===== config.mk =====
export PLATFORM = sky130hd
export DESIGN_NAME = mem_port_arbiter
export DESIGN_NICKNAME = d
export VERILOG_FILES = /design/src/rtl/mem_port_arbiter_pkg.sv /design/src/rtl/mem_port_arbiter_watchdog.sv /design/src/rtl/mem_port_arbiter.sv
export SDC_FILE = /design/constraint.sdc
export NUM_CORES = 1
export LEC_CHECK = 0
export CORE_MARGIN = 4
export CORE_UTILIZATION = 30
export DETAILED_ROUTE_END_ITERATION = 7
export HOLD_SLACK_MARGIN = 0.03
export SETUP_SLACK_MARGIN = 0.3
export SYNTH_ARGS = -nofsm -noshare
export SYNTH_HDL_FRONTEND = slang
export SYNTH_SLANG_ARGS = --single-unit

===== constraint.sdc =====
create_clock -name clk -period 5 [get_ports clk]
set_input_delay 0.5 -clock clk [delete_from_list [all_inputs] [get_ports clk]]
set_output_delay 0.5 -clock clk [all_outputs]
set_load 0.05 [all_outputs]

===== src/rtl/mem_port_arbiter_pkg.sv =====
// mem_port_arbiter_pkg: shared state/owner encodings and defaults for the memory port arbiter
package mem_port_arbiter_pkg;
   typedef enum logic [1:0] {
      IDLE     = 2'd0,
      WAIT_GNT = 2'd1,
      WAIT_RSP = 2'd2
   } state_t;
   typedef enum logic [1:0] {
      OWN_NONE = 2'd0,
      OWN_I    = 2'd1,
      OWN_D    = 2'd2
   } owner_t;
   localparam logic [3:0] FETCH_BE = 4'hF;
endpackage


===== src/rtl/mem_port_arbiter_watchdog.sv =====
// mem_rsp_watchdog: clear/enable response counter with terminal count at TIMEOUT-1
module mem_rsp_watchdog #(
   parameter int TIMEOUT = 64
) (
   input  logic clk,
   input  logic rst_n,
   input  logic clr,
   input  logic en,
   output logic tc
);
   localparam int W = $clog2(TIMEOUT);
   logic [W-1:0] cnt;
   always_ff @(posedge clk or negedge rst_n)
      if (!rst_n) cnt <= '0;
      else if (clr) cnt <= '0;
      else if (en) cnt <= cnt + 1'b1;
   assign tc = en && (cnt == W'(TIMEOUT - 1));
endmodule


===== src/rtl/mem_port_arbiter.sv =====
// mem_port_arbiter: shares one single-ported memory between fetch and data stages,
// data first, with registered done/rdata pulses and a response watchdog.
module mem_port_arbiter
   import mem_port_arbiter_pkg::*;
#(
   parameter int ADDR_W  = 32,
   parameter int DATA_W  = 32,
   parameter int TIMEOUT = 64
) (
   input  logic              clk,
   input  logic              rst_n,
   input  logic              if_req,
   input  logic [ADDR_W-1:0] if_addr,
   output logic [DATA_W-1:0] if_rdata,
   output logic              if_done,
   output logic              if_stall,
   input  logic              d_req,
   input  logic              d_we,
   input  logic [ADDR_W-1:0] d_addr,
   input  logic [DATA_W-1:0] d_wdata,
   input  logic [3:0]        d_be,
   output logic [DATA_W-1:0] d_rdata,
   output logic              d_done,
   output logic              d_stall,
   output logic              err,
   output logic              mem_req,
   output logic              mem_we,
   output logic [ADDR_W-1:0] mem_addr,
   output logic [DATA_W-1:0] mem_wdata,
   output logic [3:0]        mem_be,
   input  logic              mem_gnt,
   input  logic              mem_rvalid,
   input  logic [DATA_W-1:0] mem_rdata
);
   state_t state;
   owner_t owner;
   logic   tc;

   mem_rsp_watchdog #(.TIMEOUT(TIMEOUT)) u_wd (
      .clk   (clk),
      .rst_n (rst_n),
      .clr   (state != WAIT_RSP),
      .en    (state == WAIT_RSP),
      .tc    (tc)
   );

   assign if_stall = if_req & ~if_done;
   assign d_stall  = d_req & ~d_done;

   always_ff @(posedge clk or negedge rst_n) begin
      if (!rst_n) begin
         state     <= IDLE;
         owner     <= OWN_NONE;
         mem_req   <= 1'b0;
         mem_we    <= 1'b0;
         mem_addr  <= '0;
         mem_wdata <= '0;
         mem_be    <= '0;
         if_done   <= 1'b0;
         d_done    <= 1'b0;
         err       <= 1'b0;
         if_rdata  <= '0;
         d_rdata   <= '0;
      end else begin
         if_done <= 1'b0;
         d_done  <= 1'b0;
         err     <= 1'b0;
         case (state)
            IDLE: begin
               // a requester whose done is pulsing now still shows its old request
               if (d_req && !d_done) begin
                  owner     <= OWN_D;
                  mem_req   <= 1'b1;
                  mem_we    <= d_we;
                  mem_addr  <= d_addr;
                  mem_wdata <= d_wdata;
                  mem_be    <= d_be;
                  state     <= WAIT_GNT;
               end else if (if_req && !if_done) begin
                  owner    <= OWN_I;
                  mem_req  <= 1'b1;
                  mem_we   <= 1'b0;
                  mem_addr <= if_addr;
                  mem_be   <= FETCH_BE;
                  state    <= WAIT_GNT;
               end
            end
            WAIT_GNT:
               if (mem_gnt) begin
                  mem_req <= 1'b0;
                  state   <= WAIT_RSP;
               end
            WAIT_RSP:
               if (mem_rvalid || tc) begin
                  if (owner == OWN_D) begin
                     d_done  <= 1'b1;
                     d_rdata <= mem_rvalid ? mem_rdata : '0;
                  end else begin
                     if_done  <= 1'b1;
                     if_rdata <= mem_rvalid ? mem_rdata : '0;
                  end
                  err   <= ~mem_rvalid;
                  owner <= OWN_NONE;
                  state <= IDLE;
               end
            default: state <= IDLE;
         endcase
      end
   end
endmodule


== Word level (Yosys, flattened, before mapping) ==
Index checks and enable logic that the tools add are counted.
Word-level totals
  output and inout bits: 139
  register bits: 147
  word-level logic and storage cells: 74
Cells by class
  add/subtract/negate cells: 1
  mux-type cells: 28
  bitwise operators: 6
  equality and inequality tests: 8
  reductions and logical operators: 18
Operators with widths (number)
  32-bit two-way mux: 3
  3-bit AND reduction: 5
  1-bit two-way mux: 13
  6-bit two-way mux: 2
  2-bit two-way mux: 5
  4-bit two-way mux: 2
  2-bit nonzero test: 4
  6-bit by 1-bit adder with 6-bit output, second input constant: 1
  6-bit == test, second input constant: 1
  2-bit != test, second input constant: 3
  2-bit case mux with 3 select lines: 1
  2-bit == test, second input constant: 2
  1-bit inverter: 4
  2-bit case mux with 2 select lines: 1
  2-bit AND reduction: 2
  1-bit logical AND: 3
  3-bit != test, second input constant: 1
  1-bit AND: 2
  2-bit by 1-bit == test with 1-bit output, second input constant: 1
  1-bit zero test: 2
  2-bit zero test: 1
  1-bit case mux with 2 select lines: 1
  1-bit logical OR: 1

== Depth between registers and ports, before layout ==
  depth in word-level cells: 5
  mapped depth: 8
  gate-level depth less buffers: 5

== Hierarchy ==
Synthesis repeated with hierarchy kept, for this count alone.
Second synthesis, totals
  cells, all modules: 412
  area, all modules: 6165.9 um2
By module, submodules not included
  mem_port_arbiter: area each 5875.6 um2, seq. area each 3528.4 um2, cells an instance 384, instances 1
  mem_rsp_watchdog: area each 290.3 um2, seq. area each 150.1 um2, cells an instance 28, instances 1

== Worst setup path before layout ==
Ideal clock, no wire load.
  path type: flip-flop to flip-flop
  from: register if_done
  to: register mem_addr[22]
  period minus slack after synthesis: 2177 ps
  setup slack: 2823 ps
  arrival: 2049 ps
  path buffers: 3
  stages on the path, launching flop included: 7
  cell sequence: dfrtp_1 nor2b_1 o21a_1 buf_2 buf_6 buf_4 a31oi_1
Between the ends
  word-level cells in the longest chain between the ends: 4
RTL lines
  start, declared: line mem_port_arbiter.sv:15  | output logic if_done,
  start signal, assigned: line mem_port_arbiter.sv:59  | if_done <= 1'b0;
  start signal, assigned: line mem_port_arbiter.sv:65  | if_done <= 1'b0;
  start signal, assigned: line mem_port_arbiter.sv:99  | if_done <= 1'b1;
  1-bit zero test: line mem_port_arbiter.sv:79  | end else if (if_req && !if_done) begin
  1-bit logical AND: line mem_port_arbiter.sv:79
  2-bit nonzero test (no source line)
  2-bit AND reduction (no source line)
  end signal, assigned: line mem_port_arbiter.sv:75  | mem_addr <= d_addr;
  end signal, assigned: line mem_port_arbiter.sv:83  | mem_addr <= if_addr;
  end, declared: line mem_port_arbiter.sv:28  | output logic [ADDR_W-1:0] mem_addr,
Every way passes these cells.
A chain may end at the register's enable or synchronous reset.

== Worst setup path after layout ==
  from: input d_req
  to: output d_stall
Between the ends
  word-level cells in the longest chain between the ends: 1
RTL lines
  start, declared: line mem_port_arbiter.sv:17  | input logic d_req,
  1-bit AND: line mem_port_arbiter.sv:48  | assign d_stall = d_req & ~d_done;
  end, declared: line mem_port_arbiter.sv:24  | output logic d_stall,
Every way passes these cells.

==> results by group <==
Worst setup path
  • CP max stage delay: 0.93 ns
  • WP data arrival: 2.76 ns
  • Critical path class: input pin to primary output
  • Cell mode on critical path: clkdlybuf4s50_1
  • CP cell instances: clkdlybuf4s50_1 > nand2b_1 > buf_4 > inv_2 > clkdlybuf4s50_1
  • Critical path endpoint category: primary output
  • R2R cell count: 5
  • Critical path required time: 4.50 ns
  • CP Launch Type: input pin
  • Worst reg2reg startpoint: d_done
  • Reg-to-reg endpoint: mem_addr[6]
  • Max FO, Critical Path: 37
  • R2R setup slack: 2.20 ns
  • Slowest CP cell: clkdlybuf4s50_1

STA
  • Max-slew headroom: 0.201
  • Slew @ Worst Pin: 1.20 ns
  • Fmax: 307 MHz
  • Slew Limit Fails: 0
  • Crit path time final: 3.26 ns
  • RSZ-0062 raised after global routing: false
  • Final Hold Viols: 0
  • Final setup viols: 0
  • Final TNS setup: 0 ns
  • Setup Skew: 0.00818 ns
  • Final Cycle Share: 0.652

Detailed routing
  • Via-to-Cell Ratio: 4.83
  • Detailed-route via count: 4704
  • Routed wire length: 17900 um
  • DRC: 0
  • WL/cell: 18.4 um
  • TritonRoute pass-1 iters: 4
  • DRT iter0 DRCs: 194
  • ANT nets after route: 0

Clocking
  • CTS resizes: 0
  • CTS tree: built
  • Clock root buffer: clkbuf_16
  • Clock Path Buffers: 2
  • Clock transition at path regs: 0.07 ns
  • Post-CTS Setup Repair Bufs: 0
  • H-tree lvl count: 4
  • Hold buffers post-CTS: 0
  • # clock sinks: 147
  • Worst skew pair latency: 0.41 ns
  • TritonCTS Buffers: 17

Floorplanning
  • FP Rows: 50
  • Die Y: 146 um
  • Ports: 278
  • Core Area: 18700 um^2
  • Starting Density: 0.304
  • Die area: 21200 um^2
  • DIE WIDTH: 146 um

Synthesis
  • Warnings from Yosys: 0
  • Area leader, netlist: dfrtp_1
  • Yosys cell types: 35
  • Synth top area share: 0.647
  • Mapped Area: 5690 um^2
  • Synthesized instance count: 457
  • EDFF count, synth: 0
  • Syn Area/Cell: 12.4 um^2
  • Largest family of logic cells by synthesized area: compound AO/OA/AOI/OAI gates
  • XOR/XNOR Fraction of Synth Area: 0.00462
  • Multiplexer area fraction after synthesis: 0.0634
  • Top cells by area, synth: dfrtp_1 (65%), a22o_1 (10%), mux2_2 (5.9%), nand2_1 (4.6%), a31oi_1 (3.5%)
  • Compound-Gate Fraction of Synth Area: 0.150
  • Syn Nets: 597
  • Post-synth top flop: dfrtp_1
  • Simple-gate share of the synthesized area: 0.0939
  • Synthesized flop and latch total: 147
  • Synth async-reset ratio: 1.00
  • Post-synthesis adder-cell area fraction: 0.00220
  • Sequential share of the synthesized area: 0.647

Layout
  • Area growth syn-to-layout: 62.8%
  • Layout net count: 866
  • Fin area: 9260 um^2
  • Fillers: 1653
  • Final core occ: 0.495
  • Layout cells sized above 1: 0.101
  • Reg area: 3680 um^2
  • Area of the multi-input gates: 1790 um^2
  • N_diodes: 0

Global route
  • Largest net degree at the start of global routing: 91
  • First-pass GRT wire length: 28400 um
  • Vias in the first global route: 5176
  • Overall Global Routing Usage: 0.167
  • Initial antenna violation count: 0
  • Gr ovfl total: 0

Place
  • IO buf count: 277
  • HPWL Detailed: 12700 um
  • Dpl cell area: 8590 um^2
  • RD Place Congestion: 0.766

Power
  • Cell leakage power: 3.91 nW
  • Max VDD drop: 363 uV
  • Pwr/cell area: 785 nW/um^2

Status
  • Status: finished, final reports clean

Min path
  • Hold Crit Class: input pin to async pin

Run
  • Max Cap Viol: 0
-- worst max-delay path, delay by kind of cell --
kind | cells | cell delay [ns]
buf+inv | 4 | 2.15
simple gates | 1 | 0.05
-- placed cells by master (no fill, tap or decap), types with 2 or more instances in the layout --
cell / netlist / final
nor2b_1: 3 / 3
inv_1: 3 / 3
bufinv_16: 0 / 5
nor2_1: 40 / 40
clkinv_4: 0 / 2
inv_6: 0 / 3
o21ai_0: 3 / 3
a31oi_1: 32 / 32
xnor2_1: 2 / 2
a22o_1: 65 / 65
o22a_1: 4 / 4
clkbuf_16: 0 / 17
nor3_1: 3 / 3
nand2_1: 70 / 70
nand3_1: 2 / 2
nand2b_1: 2 / 2
mux2_2: 30 / 30
buf_4: 5 / 6
dfrtp_1: 147 / 147
mux2_1: 2 / 2
clkinvlp_4: 0 / 2
a21oi_1: 2 / 2
clkdlybuf4s50_1: 0 / 276
-- routing by layer --
| metal | up-vias | global-route usage | wire length (um) |
|---|---|---|---|
| met4 | 0 | 0.0423 | 197 |
| met3 | 12 | 0.0922 | 2180 |
| met1 | 2283 | 0.194 | 7080 |
| met5 | - | 0 | 0 |
| li1 | 2160 | - | - |
| met2 | 249 | 0.269 | 8490 |
-- worst max path at each step --
stage | start | end | slack [ns] | cells after the start
after floorplan | if_done | mem_addr[22] | 2.82 | 6
after global placement | d_req | d_stall | 1.77 | 5
after detailed placement | d_req | mem_addr[6] | 1.70 | 6
after CTS | d_req | d_stall | 1.75 | 5
after global routing | d_req | d_stall | 1.64 | 5
final | d_req | d_stall | 1.74 | 5
-- synthesized netlist by cell type, drive strengths merged (2+ instances only) --
master,instances
o22a,4
a22o,65
o21ai,3
nor2b,3
nand3,2
a31oi,32
nand2b,2
clkbuf,7
dfrtp,147
mux2,32
inv,4
and2,2
a21oi,2
buf,26
xnor2,2
nand2,70
nor2,41
nor3,4
-- power breakdown --
group / total [mW] / switching (mW) / internal (mW)
logic: 3.82 / 2.47 / 1.35
clock network: 1.43 / 0.521 / 0.909
registers: 2.01 / 0.303 / 1.71
-- sequential cells by signal, summed over array words and instances, names as in the netlist, 2 cells and up --
signal / count
d_rdata: 32
mem_wdata: 32
mem_be: 4
mem_addr: 32
if_rdata: 32
u_wd.cnt: 6
owner: 2
state: 2
-- final cells by class --
cell class                      count  area share
Sequential cell                   147       0.397
Timing Repair Buffer              283       0.305
Multi-Input combinational cell    273       0.193
Clock buffer                       18      0.0474
Tap cell                          234      0.0316
Clock inverter                     14      0.0243
Inverter                            4     0.00162
-- kinds of logic after synthesis --
family / Yosys count
flops: 147
fa+ha+maj: 1
simple gates: 128
compound gates: 109
xor+xnor: 3
mux: 32
buf+inv: 37
-- stage by stage --
stage                     instances  hold WS [ns]  power [mW]  setup WS, ns
after floorplan                 457         0.204        4.51          2.82
after global placement          941         0.447        5.81          1.77
after detailed placement        941         0.478        5.88          1.70
after CTS                       973         0.184        7.35          1.75
after global routing            973         0.218        7.61          1.64
final                           973         0.155        7.27          1.74
(Power assumes the default switching activity.)
